File: src/rtl/ttsweep_pkg.sv
// Shared definitions for the truth-table sweeper: FSM state encodings,
// default sizing and the settle-counter width helper.
package ttsweep_pkg;

  // FSM state encodings (kept as plain constants for legacy tools)
  localparam logic [1:0] ST_IDLE   = 2'd0;
  localparam logic [1:0] ST_SETTLE = 2'd1;
  localparam logic [1:0] ST_SAMPLE = 2'd2;
  localparam logic [1:0] ST_DONE   = 2'd3;

  // Default sizing for the lab's 4-input circuits
  localparam int N_IN_DEF        = 4;
  localparam int HOLD_CYCLES_DEF = 4;
  localparam int TT_WIDTH        = 2 ** N_IN_DEF;
  localparam int HOLD_W          = $clog2(HOLD_CYCLES_DEF + 1);

  // Width of a counter that must be able to hold the value hold_cycles.
  // Clamped to 1 so an illegal setting still elaborates far enough to hit
  // the explicit error in the settle timer.
  function automatic int hold_width(input int hold_cycles);
    if (hold_cycles < 1) begin
      return 1;
    end else begin
      return $clog2(hold_cycles + 1);
    end
  endfunction

endpackage

File: src/rtl/truth_table_sweeper_settle_timer.sv
// settle_timer: load/enable counter that measures how long the current
// input vector has been held. tc is high during the last settle cycle, so
// the FSM moves to SAMPLE on the edge that completes HOLD_CYCLES cycles.
module settle_timer
  import ttsweep_pkg::*;
#(
  parameter int HOLD_CYCLES = HOLD_CYCLES_DEF,
  parameter int CNT_W       = hold_width(HOLD_CYCLES)
) (
  input  logic clk,
  input  logic rst_n,
  input  logic load,
  input  logic en,
  output logic tc
);

  localparam logic [CNT_W-1:0] CNT_LAST = CNT_W'(HOLD_CYCLES - 1);
  localparam logic [CNT_W-1:0] CNT_MAX  = CNT_W'(HOLD_CYCLES);

  logic [CNT_W-1:0] count_r;

  // A zero-length settle window would sample before the circuit responds.
  generate
    if (HOLD_CYCLES < 1) begin : g_bad_hold
      $error("settle_timer: HOLD_CYCLES must be at least 1");
    end
  endgenerate

  // Hold counter: cleared by load, advances while enabled, saturates at HOLD_CYCLES
  always_ff @(posedge clk) begin
    if (!rst_n) begin
      count_r <= '0;
    end else if (load) begin
      count_r <= '0;
    end else if (en && (count_r != CNT_MAX)) begin
      count_r <= count_r + CNT_W'(1);
    end else begin
      count_r <= count_r;
    end
  end

  // Terminal count: this enabled cycle is the last one of the settle window
  always_comb begin
    tc = 1'b0;
    if (en && (count_r == CNT_LAST)) begin
      tc = 1'b1;
    end else begin
      tc = 1'b0;
    end
  end

endmodule

File: src/rtl/truth_table_sweeper.sv
// truth_table_sweeper: drives every input vector of a small combinational
// circuit in ascending order, lets each settle for HOLD_CYCLES cycles,
// samples the circuit's Y into table_o and flags completion on done.
//
// Optional feature macro: TT_EXPECT_CHECK_EN
//   When defined, adds expected_i (golden table) and mismatch. mismatch is
//   evaluated together with done, once the final sample has landed.
//
// Timing: the last SAMPLE edge moves the FSM into DONE; done (and mismatch)
// are published on the following edge so they always describe the complete
// table. done therefore rises 16*(HOLD_CYCLES+1)+1 edges after start is seen.
module truth_table_sweeper
  import ttsweep_pkg::*;
#(
  parameter int HOLD_CYCLES = HOLD_CYCLES_DEF,
  parameter int N_IN        = N_IN_DEF
) (
  input  logic                   clk,
  input  logic                   rst_n,
  input  logic                   start,
  input  logic                   abort,
  output logic [N_IN-1:0]        vec_o,
  input  logic                   y_i,
  output logic                   busy,
  output logic                   done,
  output logic [(2**N_IN)-1:0]   table_o
`ifdef TT_EXPECT_CHECK_EN
  ,
  input  logic [(2**N_IN)-1:0]   expected_i,
  output logic                   mismatch
`endif
);

  localparam logic [N_IN-1:0] VEC_LAST = {N_IN{1'b1}};

  logic [1:0] state_r;
  logic       timer_load_s;
  logic       timer_en_s;
  logic       timer_tc_s;
  logic       start_ok_s;

  // Timer control: count only while settling and not being cancelled
  always_comb begin
    timer_load_s = 1'b1;
    timer_en_s   = 1'b0;
    if (state_r == ST_SETTLE) begin
      timer_load_s = 1'b0;
      timer_en_s   = ~abort;
    end else begin
      timer_load_s = 1'b1;
      timer_en_s   = 1'b0;
    end
  end

  // A new sweep is accepted only when no cancel is requested in the same cycle
  always_comb begin
    start_ok_s = 1'b0;
    if (start && !abort) begin
      start_ok_s = 1'b1;
    end else begin
      start_ok_s = 1'b0;
    end
  end

  settle_timer #(
    .HOLD_CYCLES (HOLD_CYCLES)
  ) u_settle_timer (
    .clk   (clk),
    .rst_n (rst_n),
    .load  (timer_load_s),
    .en    (timer_en_s),
    .tc    (timer_tc_s)
  );

  // Sweep FSM, vector counter, table register and status flags
  always_ff @(posedge clk) begin
    if (!rst_n) begin
      state_r  <= ST_IDLE;
      vec_o    <= '0;
      busy     <= 1'b0;
      done     <= 1'b0;
      table_o  <= '0;
`ifdef TT_EXPECT_CHECK_EN
      mismatch <= 1'b0;
`endif
    end else begin
      case (state_r)
        ST_IDLE, ST_DONE: begin
          if (start_ok_s) begin
            // Fresh sweep: forget the previous table and status
            state_r  <= ST_SETTLE;
            vec_o    <= '0;
            busy     <= 1'b1;
            done     <= 1'b0;
            table_o  <= '0;
`ifdef TT_EXPECT_CHECK_EN
            mismatch <= 1'b0;
`endif
          end else if ((state_r == ST_DONE) && !done) begin
            // First cycle in DONE: the table is complete, publish it
            done     <= 1'b1;
`ifdef TT_EXPECT_CHECK_EN
            mismatch <= (table_o != expected_i);
`endif
          end else begin
            state_r <= state_r;
          end
        end

        ST_SETTLE: begin
          if (abort) begin
            // Cancel: partial table is kept for inspection
            state_r <= ST_IDLE;
            vec_o   <= '0;
            busy    <= 1'b0;
            done    <= 1'b0;
          end else if (timer_tc_s) begin
            state_r <= ST_SAMPLE;
          end else begin
            state_r <= ST_SETTLE;
          end
        end

        ST_SAMPLE: begin
          if (abort) begin
            // Cancel wins over the pending sample of this vector
            state_r <= ST_IDLE;
            vec_o   <= '0;
            busy    <= 1'b0;
            done    <= 1'b0;
          end else begin
            table_o[vec_o] <= y_i;
            if (vec_o == VEC_LAST) begin
              // Last vector sampled: park the vector at 0, never wrap past it
              state_r <= ST_DONE;
              vec_o   <= '0;
              busy    <= 1'b0;
            end else begin
              state_r <= ST_SETTLE;
              vec_o   <= vec_o + N_IN'(1);
            end
          end
        end

        default: begin
          // Unreachable encoding: recover to a quiet idle state
          state_r <= ST_IDLE;
          vec_o   <= '0;
          busy    <= 1'b0;
          done    <= 1'b0;
        end
      endcase
    end
  end

endmodule

File: config.mk
export PLATFORM = sky130hd
export DESIGN_NAME = truth_table_sweeper
export DESIGN_NICKNAME = d
export VERILOG_FILES = /design/src/rtl/ttsweep_pkg.sv /design/src/rtl/truth_table_sweeper_settle_timer.sv /design/src/rtl/truth_table_sweeper.sv
export SDC_FILE = /design/constraint.sdc
export NUM_CORES = 1
export LEC_CHECK = 0
export BUFFER_PORTS_ARGS = -buffer_cell sky130_fd_sc_hd__buf_2
export CAP_MARGIN = 20
export CORE_MARGIN = 5
export CORE_UTILIZATION = 45
export DETAILED_ROUTE_END_ITERATION = 8
export GPL_ROUTABILITY_DRIVEN = 0
export PLACE_DENSITY = 0.69
export SYNTH_ARGS = -nofsm -noshare
export SYNTH_HDL_FRONTEND = slang
export SYNTH_HIERARCHICAL = 1
export SYNTH_SLANG_ARGS = --single-unit
File: constraint.sdc
create_clock -name clk -period 2 [get_ports clk]
set_input_delay 0.3 -clock clk [delete_from_list [all_inputs] [get_ports clk]]
set_output_delay 0.3 -clock clk [all_outputs]
set_load 0.01 [all_outputs]
=== Yosys cells after proc, flatten, opt, wreduce, memory -nomap -nowiden ===
Cells that the tools add are included.

* Eq/ne operators: 12
* $add $sub $neg: 2
* Bitwise operators: 1
* Reductions and logical operators: 16
* Muxes and demuxes: 28
* $lt $le $gt $ge: 2

{| class="wikitable"
|+ Operator list
! operator !! count
|-
| $mux 16 || 2
|-
| $pmux 16 s2 || 1
|-
| $bwmux 16 || 1
|-
| $mux 4 || 4
|-
| $pmux 4 s3 || 1
|-
| $mux 1 || 10
|-
| $mux 2 || 5
|-
| $ne 3x3->1 const B || 3
|-
| $ne 2x2->1 const B || 3
|-
| $pmux 2 s3 || 1
|-
| $reduce_and 2->1 || 3
|-
| $reduce_and 3->1 || 2
|-
| $logic_and 1x1->1 || 5
|-
| $lt 4x5->1 const B || 1
|-
| $add 4x1->4 const B || 1
|-
| $demux 1 s4 || 1
|-
| $eq 2x2->1 const B || 2
|-
| $eq 4x4->1 const B || 1
|-
| $ge 4x1->1 const B || 1
|-
| $reduce_or 2->1 || 2
|-
| $add 3x1->3 const B || 1
|-
| $eq 3x2->1 const B || 1
|-
| $pmux 1 s3 || 1
|-
| $eq 2x1->1 const B || 1
|-
| other kinds (6) || 7
|}

* Bits in registers: 27
* Logic and storage cells: 67

=== Logic depth before layout (Yosys ltp) ===
Gate-level depths: netlist of run 1.

* Depth after elaboration: 7
* Mapped depth: 8
* Gate-level depth less buffers: 8

=== By module ===
Netlist of run 1, hierarchy kept.

{| class="wikitable"
|+ Modules (own cells, without submodules)
! module !! times used !! area each (sq um) !! cells each !! sequential area each (sq um)
|-
| truth_table_sweeper || 1 || 1243.7 || 166 || 480.5
|-
| settle_timer || 1 || 188.9 || 20 || 60.1
|}

=== Worst setup path after synthesis of run 1 ===
Ideal clock, no wire load.

* Path kind: reg-to-reg
* Start point: register state_r[0]
* End point: register table_o[15]
* Slack: 0.303 ns
* Cell stages (with the launch flop): 8
* Data required time: 1.925 ns
* Setup time: 0.075 ns
* Clock period less this slack: 1.697 ns
* Buffers on the path: 1
* Data arrival time: 1.623 ns
* Path through: dfxtp_1 -> inv_1 -> ha_1 -> mux2i_1 -> or2_1 -> buf_2 -> or3_1 -> o22ai_1

* Word-level cells in the longest chain between the ends: 4

{| class="wikitable"
|+ Ends and longest elaborated chain
! item !! RTL line !! text
|-
| start, declared || truth_table_sweeper.sv:36 || <nowiki>logic [1:0] state_r;</nowiki>
|-
| start signal, assigned || truth_table_sweeper.sv:106 || <nowiki>state_r <= state_r;</nowiki>
|-
| $eq 2x2->1 / $logic_not 2->1 (equally long branches) || truth_table_sweeper.sv:87 || <nowiki>case (state_r)</nowiki>
|-
| $reduce_or 2->1 || truth_table_sweeper.sv:87 ||
|-
| $ne 2x2->1 (no source line) / $reduce_bool 2->1 (equally long branches) || -- ||
|-
| $reduce_and 3->1 (no source line) || -- ||
|-
| end signal, assigned by index || truth_table_sweeper.sv:132 || <nowiki>table_o[vec_o] <= y_i;</nowiki>
|-
| end, declared || truth_table_sweeper.sv:26 || <nowiki>output logic [(2**N_IN)-1:0] table_o</nowiki>
|}

Parallel ways exist; a longest one is shown, timed or not.
A chain may end at the register's enable or synchronous reset.

=== Worst setup path in the final report of run 1 ===
* Start point: register state_r[0]
* End point: register vec_o[2]

* Word-level cells in the longest chain between the ends: 4

{| class="wikitable"
|+ Ends and longest elaborated chain
! item !! RTL line !! text
|-
| $eq 2x2->1 / $logic_not 2->1 (equally long branches) || truth_table_sweeper.sv:87 ||
|-
| $reduce_or 2->1 || truth_table_sweeper.sv:87 ||
|-
| $ne 2x2->1 (no source line) || -- ||
|-
| $reduce_and 2->1 (no source line) || -- ||
|-
| end signal, assigned || truth_table_sweeper.sv:140 || <nowiki>vec_o <= vec_o + N_IN'(1);</nowiki>
|-
| end, declared || truth_table_sweeper.sv:22 || <nowiki>output logic [N_IN-1:0] vec_o,</nowiki>
|}

Parallel ways exist; a longest one is shown, timed or not.

==> out/qor.yml, run 1 <==
status: "completed"
slew_headroom_pct: 70.87
fp.dieW_microns: 66.43
die-area_sq_um: 4412
htreeDepth: 1
num_rows: 20
port_buffers: 26
cts.hold.buffers_added: 0
via_count: 1347
wl_met3_microns: 199
highest_layer: "met4"
final_nets: 226
critPathSlowestCell: "dfxtp_1"
wl_met2_mm: 1.512
synthFlopType: "dfxtp_1"
synth_simple_gate_area_share_pct: 22.88
cts_root_buf: "clkbuf_4"
ant_nets: 0
rsz0062_at_grt: "false"
cp_max_fo: 10
cts_buffers: 3
die_h_microns: 66.43
regArea_sq_um: 540.5
cpLargestDelayFamily: "compound AO/OA/AOI/OAI gates"
cts_setup_buffers: 0
synth_adder_area_share_pct: 8.734
fin_setup_tns_ns: 0
yosysWarnings: 6
synth_edf_count: 0
fin_area_sq_um: 1634
maxSlewViolCount: 0
synth_area_leaders: "dfxtp_1, nand2_1, ha_1"
muxShareOfSynthArea_pct: 1.397
cts_tree: "yes"
grt_pass1_wl_mm: 6.016
drive_gt1_share_pct: 17.62
drt_iter0_drc: 123
grt-ovfl-total: 0
synth-seq-area-share_pct: 37.73
postSynthAreaPerCell_sq_um: 7.702
grt_max_degree: 20
syn_area_sq_um: 1433
core_area_sq_um: 3053
finalClockSkew_ns: 0.002159
syn_nets: 201
min_period_over_period_pct: 88.01
dr.pass1.iters: 4
multi_input_area_sq_um: 807.0
slowest_delay_ns: 0.39
synth_top_cell_area_share_pct: 37.73
drc: 0
antenna_found_initial: 0
cp_data_required_time_ns: 2.23
antenna_cells: 0
critPathKind: "register to register"
synthArstFlopShare_pct: 0
synth-seq-cells: 27
syn_inst: 186
syn_to_final_growth_pct: 14.06
cp_cell_sequence: "inv_1 -> ha_1 -> buf_4 -> a21oi_2 -> o21ai_0 -> a32o_1"
start_kind: "register"
worstPathArrival_ns: 1.99
place.detailed.hpwl_mm: 2.556
initial_core_util_pct: 46.93
tightest_slew_ns: 0.4361
setup_viol: 0
p_leak_nw: 0.6661
fillers: 334
clkTransAtPathRegs_ns: 0.13
worst-path-buf-inv: 2
yosysMostFrequentCell: "nand2_1"
hold_class: "input port to register"
clk-insertion-delay-late_ns: 0.32
fin_crit_ns: 1.760
drt-met1-wl_mm: 1.616
grt_use_total_pct: 17.06
ir_drop_mv: 0.2584
num_io_pins: 27
clockBufferDepth: 2
yosysUniqueCellTypes: 33
synth_top_family_by_area: "simple AND/OR/NAND/NOR gates"
max_freq_mhz: 568.1
synthTopCellsByCount: "nand2_1, dfxtp_1, a21oi_1, o22ai_1, inv_1"
synth-xor-area-share_pct: 0.6114
critPathCaptureType: "register"
wl_per_cell_microns: 13.35
clock-sinks: 27
wl_mm: 3.391
synth-compound-area-share_pct: 22.71
vias_per_cell: 5.303
finalHoldViolations: 0
yosys.area.top_type: "dfxtp_1"
placed_cell_area_sq_um: 1608
cts_resized: 0
grt_pass1_vias: 1308
cap_violations: 0
p_per_area_nw_per_um2: 528.2
[power by group]
group	switching [mW]	leakage, nW	total, mW	internal [mW]
sequential	0.00272	0.218	0.545	0.542
clock	0.152	0.0150	0.230	0.0781
combinational	0.0549	0.433	0.0887	0.0337
total	0.209	0.666	0.863	0.654
[path summary, 6_finish.rpt]
check	depth (start not counted)	from	slack, ns	endpoint
worst max-delay path	6	state_r[0]	0.24	vec_o[2]
worst min-delay path	2	rst_n	0.30	vec_o[3]
worst max register to register	6	state_r[0]	0.24	vec_o[2]
worst min register to register	2	table_o[6]	0.47	table_o[6]
[metrics by stage]
step / hold WS (ns) / power, mW / util (%) / worst slack, ns / instances
after CTS: 0.2918 / 0.8750 / 53.52 / 0.2449 / 254
after global placement: 0.4461 / 0.6411 / 52.66 / 0.3327 / 250
final: 0.2981 / 0.8631 / 53.52 / 0.2398 / 254
after global routing: 0.2886 / 0.9120 / 53.52 / 0.1226 / 254
after detailed placement: 0.4492 / 0.6440 / 52.66 / 0.2585 / 250
after floorplan: 0.4764 / 0.6186 / - / 0.3028 / 186
[worst reg2reg max path: cells and delay by family (launching register included)]
kind,cells,cell delay [ns]
flip-flops,1,0.39
AO/OA/AOI/OAI,3,0.69
buffers and inverters,2,0.25
adder cells (fa/ha/maj),1,0.33
[placed cells by master, fill, tap and decap left out, drive strengths merged]
cell	Yosys	layout
dfxtp	27	27
nor2b	4	4
a21boi	2	2
nand4	1	1
nand2b	4	4
o22ai	16	16
nor4	2	2
or2	1	1
nand2	40	40
a21o	1	1
o21a	2	2
nor3	3	3
a32o	1	1
a31o	1	1
a21oi	25	25
xnor2	1	1
o2bb2ai	1	1
clkbuf	8	4
and2	1	1
a41o	1	1
and3	1	1
inv	12	12
buf	2	30
ha	10	10
mux2i	2	2
nor2	4	4
nand3	9	9
o21ai	2	2
or2b	1	1
or3	1	1
[metal layers]
metal | global-route usage, % | up-vias
li1 | - | 687
met1 | 23.79 | 605
met2 | 25.90 | 48
met3 | 2.551 | 7
met4 | 7.107 | 0
met5 | 0 | -
[cell families (layout without fill, tap and decap cells)]
group / after synthesis / count (layout)
xor+xnor: 1 / 1
buf+inv: 22 / 46
mux: 2 / 2
compound gates: 52 / 52
flops: 27 / 27
fa+ha+maj: 10 / 10
simple gates: 72 / 72
[flip-flops by register name (all words and copies together), names as in the netlist]
| register | cells |
|---|---|
| busy | 1 |
| done | 1 |
| state_r | 2 |
| table_o | 16 |
| u_settle_timer/count_r | 3 |
| vec_o | 4 |
[layout make-up]
cell class                 instances  area share, %
tap                               44          3.369
inverter                          12          2.757
clock buffer                       4          1.608
multi-input combinational        137          49.39
timing repair buffer              30          9.801
sequential                        27          33.08
Power figures use the tool's default switching activity.
==> inputs of run 2 (changes only) <==
--- a/config.mk
+++ b/config.mk
@@ -9,6 +9,7 @@
 export CAP_MARGIN = 20
 export CORE_MARGIN = 5
 export CORE_UTILIZATION = 45
+export CTS_BUF_LIST = sky130_fd_sc_hd__clkbuf_8 sky130_fd_sc_hd__clkbuf_16
 export DETAILED_ROUTE_END_ITERATION = 8
 export GPL_ROUTABILITY_DRIVEN = 0
 export PLACE_DENSITY = 0.69
==> run 2 against run 1 <==
  * Clock power grew 29%
  * Critical path depth is the same
  * Utilization grew 0.61 points
  * Worst hold slack gained 0.062 ns
  * Cell count is the same
  * Count of clock-buffer cells in the layout shrank 1
  * Fmax grew 0.24%
  * Sequential share of layout area shrank 0.38 points
  * Via count grew 0.82%
==> out/qor.yml, run 2 (synthesis gave the netlist of run 1 again) <==
vias_per_cell: 5.346  # was 5.303
finalClockSkew_ns: 0.0008408  # was 0.002159 ns
start_kind: "register"  # unchanged
clockBufferDepth: 2  # unchanged
fin_crit_ns: 1.756  # was 1.760 ns
clkTransAtPathRegs_ns: 0.08  # was 0.13 ns
largest-register: "table_o"  # unchanged
critPathKind: "register to register"  # unchanged
reg.largest.list: "table_o: 16 flops, vec_o: 4 flops, u_settle_timer/count_r: 3 flops"  # unchanged
post-route-util_pct: 54.14  # was 53.52%
dr.pass1.iters: 4  # unchanged
cts_resized: 0  # unchanged
fillers: 333  # was 334
die_h_microns: 66.43  # unchanged
largest_register_ffs: 16  # unchanged
num_io_pins: 27  # unchanged
slew_headroom_pct: 71.02  # was 70.87%
finalHoldViolations: 0  # unchanged
cts.hold.buffers_added: 0  # unchanged
drt_iter0_drc: 111  # was 123
drc: 0  # unchanged
num_rows: 20  # unchanged
cts_root_buf: "clkbuf_8"  # was clkbuf_4
cts_tree: "yes"  # unchanged
cp_max_fo: 10  # unchanged
initial_core_util_pct: 46.93  # unchanged
via_count: 1358  # was 1347
cp_data_required_time_ns: 2.17  # was 2.23 ns
whs_ns: 0.3598  # was 0.2981 ns
drive_gt1_share_pct: 17.62  # unchanged
wl_mm: 3.411  # was 3.391 mm
critPathCaptureType: "register"  # unchanged
setup_viol: 0  # unchanged
grt_max_degree: 20  # unchanged
finalPower_mw: 0.9297  # was 0.8631 mW
fin_area_sq_um: 1653  # was 1634 sq um
final_nets: 226  # unchanged
port_buffers: 26  # unchanged
syn_to_final_growth_pct: 15.37  # was 14.06%
fp.dieW_microns: 66.43  # unchanged
wl_per_cell_microns: 13.43  # was 13.35 microns
maxSlewViolCount: 0  # unchanged
htreeDepth: 1  # unchanged
antenna_found_initial: 0  # unchanged
antenna_cells: 0  # unchanged
worstPathArrival_ns: 1.92  # was 1.99 ns
grt_use_total_pct: 17.13  # was 17.06%
core_area_sq_um: 3053  # unchanged
final_cell_mix: "nand2_1, dfxtp_1, buf_2"  # unchanged
fin_setup_tns_ns: 0  # unchanged
ir_drop_mv: 0.2782  # was 0.2584 mV
hold_class: "input port to register"  # unchanged
tightest_slew_ns: 0.4339  # was 0.4361 ns
cts_buffers: 3  # unchanged
ant_nets: 0  # unchanged
grt_pass1_wl_mm: 6.023  # was 6.016 mm
clk-insertion-delay-late_ns: 0.27  # was 0.32 ns
die-area_sq_um: 4412  # unchanged
status: "completed"  # unchanged
grt-ovfl-total: 0  # unchanged
min_period_over_period_pct: 87.80  # was 88.01%
final_common_cell: "nand2_1"  # unchanged
max_freq_mhz: 569.5  # was 568.1 MHz
place.detailed.hpwl_mm: 2.556  # unchanged
p_leak_nw: 0.6780  # was 0.6661 nW
cap_violations: 0  # unchanged
placed_cell_area_sq_um: 1608  # unchanged
rsz0062_at_grt: "false"  # unchanged
clock-sinks: 27  # unchanged
p_per_area_nw_per_um2: 562.5  # was 528.2 nW/um^2
cts_setup_buffers: 0  # unchanged
grt_pass1_vias: 1313  # was 1308
## run 2: cell types whose count changed in the layout (fill, tap and decap cells not counted)
cell,change
clkbuf_4,-3
clkbuf_8,+3
clkbuf_1,-1
inv_1,+1
## run 2: area by class of cell
class | count | area [sq um] | share of cell area [%]
inverter | 12 | 45.04 | 2.725
clock buffer | 3 | 41.29 | 2.498
clock inverter | 1 | 3.754 | 0.2271
tap | 44 | 55.05 | 3.331
multi-input combinational | 137 | 807.0 | 48.83
timing repair buffer | 30 | 160.2 | 9.690
sequential | 27 | 540.5 | 32.70
## run 2: report_power, final
group          total (mW)  internal, mW  switching (mW)
Combinational      0.0888        0.0337          0.0551
Sequential          0.544         0.541         0.00271
Clock               0.297         0.138           0.159
Total               0.930         0.712           0.217
## run 2: worst paths after layout
path | startpoint | endpoint | slack [ns] | cells after the start
max | state_r[0] | vec_o[2] | 0.24 | 6
min | rst_n | vec_o[3] | 0.36 | 2
max reg2reg | state_r[0] | vec_o[2] | 0.24 | 6
min reg2reg | table_o[0] | table_o[0] | 0.47 | 2
## run 2: metrics by stage
| stage | cells | setup WS, ns |
|---|---|---|
| 6_report | 254 | 0.2441 |
| 5_1_grt | 254 | 0.1384 |
| 4_1_cts | 254 | 0.2510 |
| 3_5_place_dp | 250 | 0.2585 |
| 3_3_place_gp | 250 | 0.3327 |
| 2_1_floorplan | 186 | 0.3028 |
## run 2: worst max-delay path, cell delays in order (launching register included)
cell and delay [ns]:
dfxtp_1 0.37, inv_1 0.07, ha_1 0.33, buf_4 0.18, a21oi_2 0.27, o21ai_0 0.15, a32o_1 0.28
## run 2: layer usage
metal,GRT usage (%),up-vias,wire length (microns)
met5,0,-,0
met1,23.58,619,1621
met4,7.868,0,68
met3,2.551,7,169
met2,26.02,44,1553
li1,-,688,-
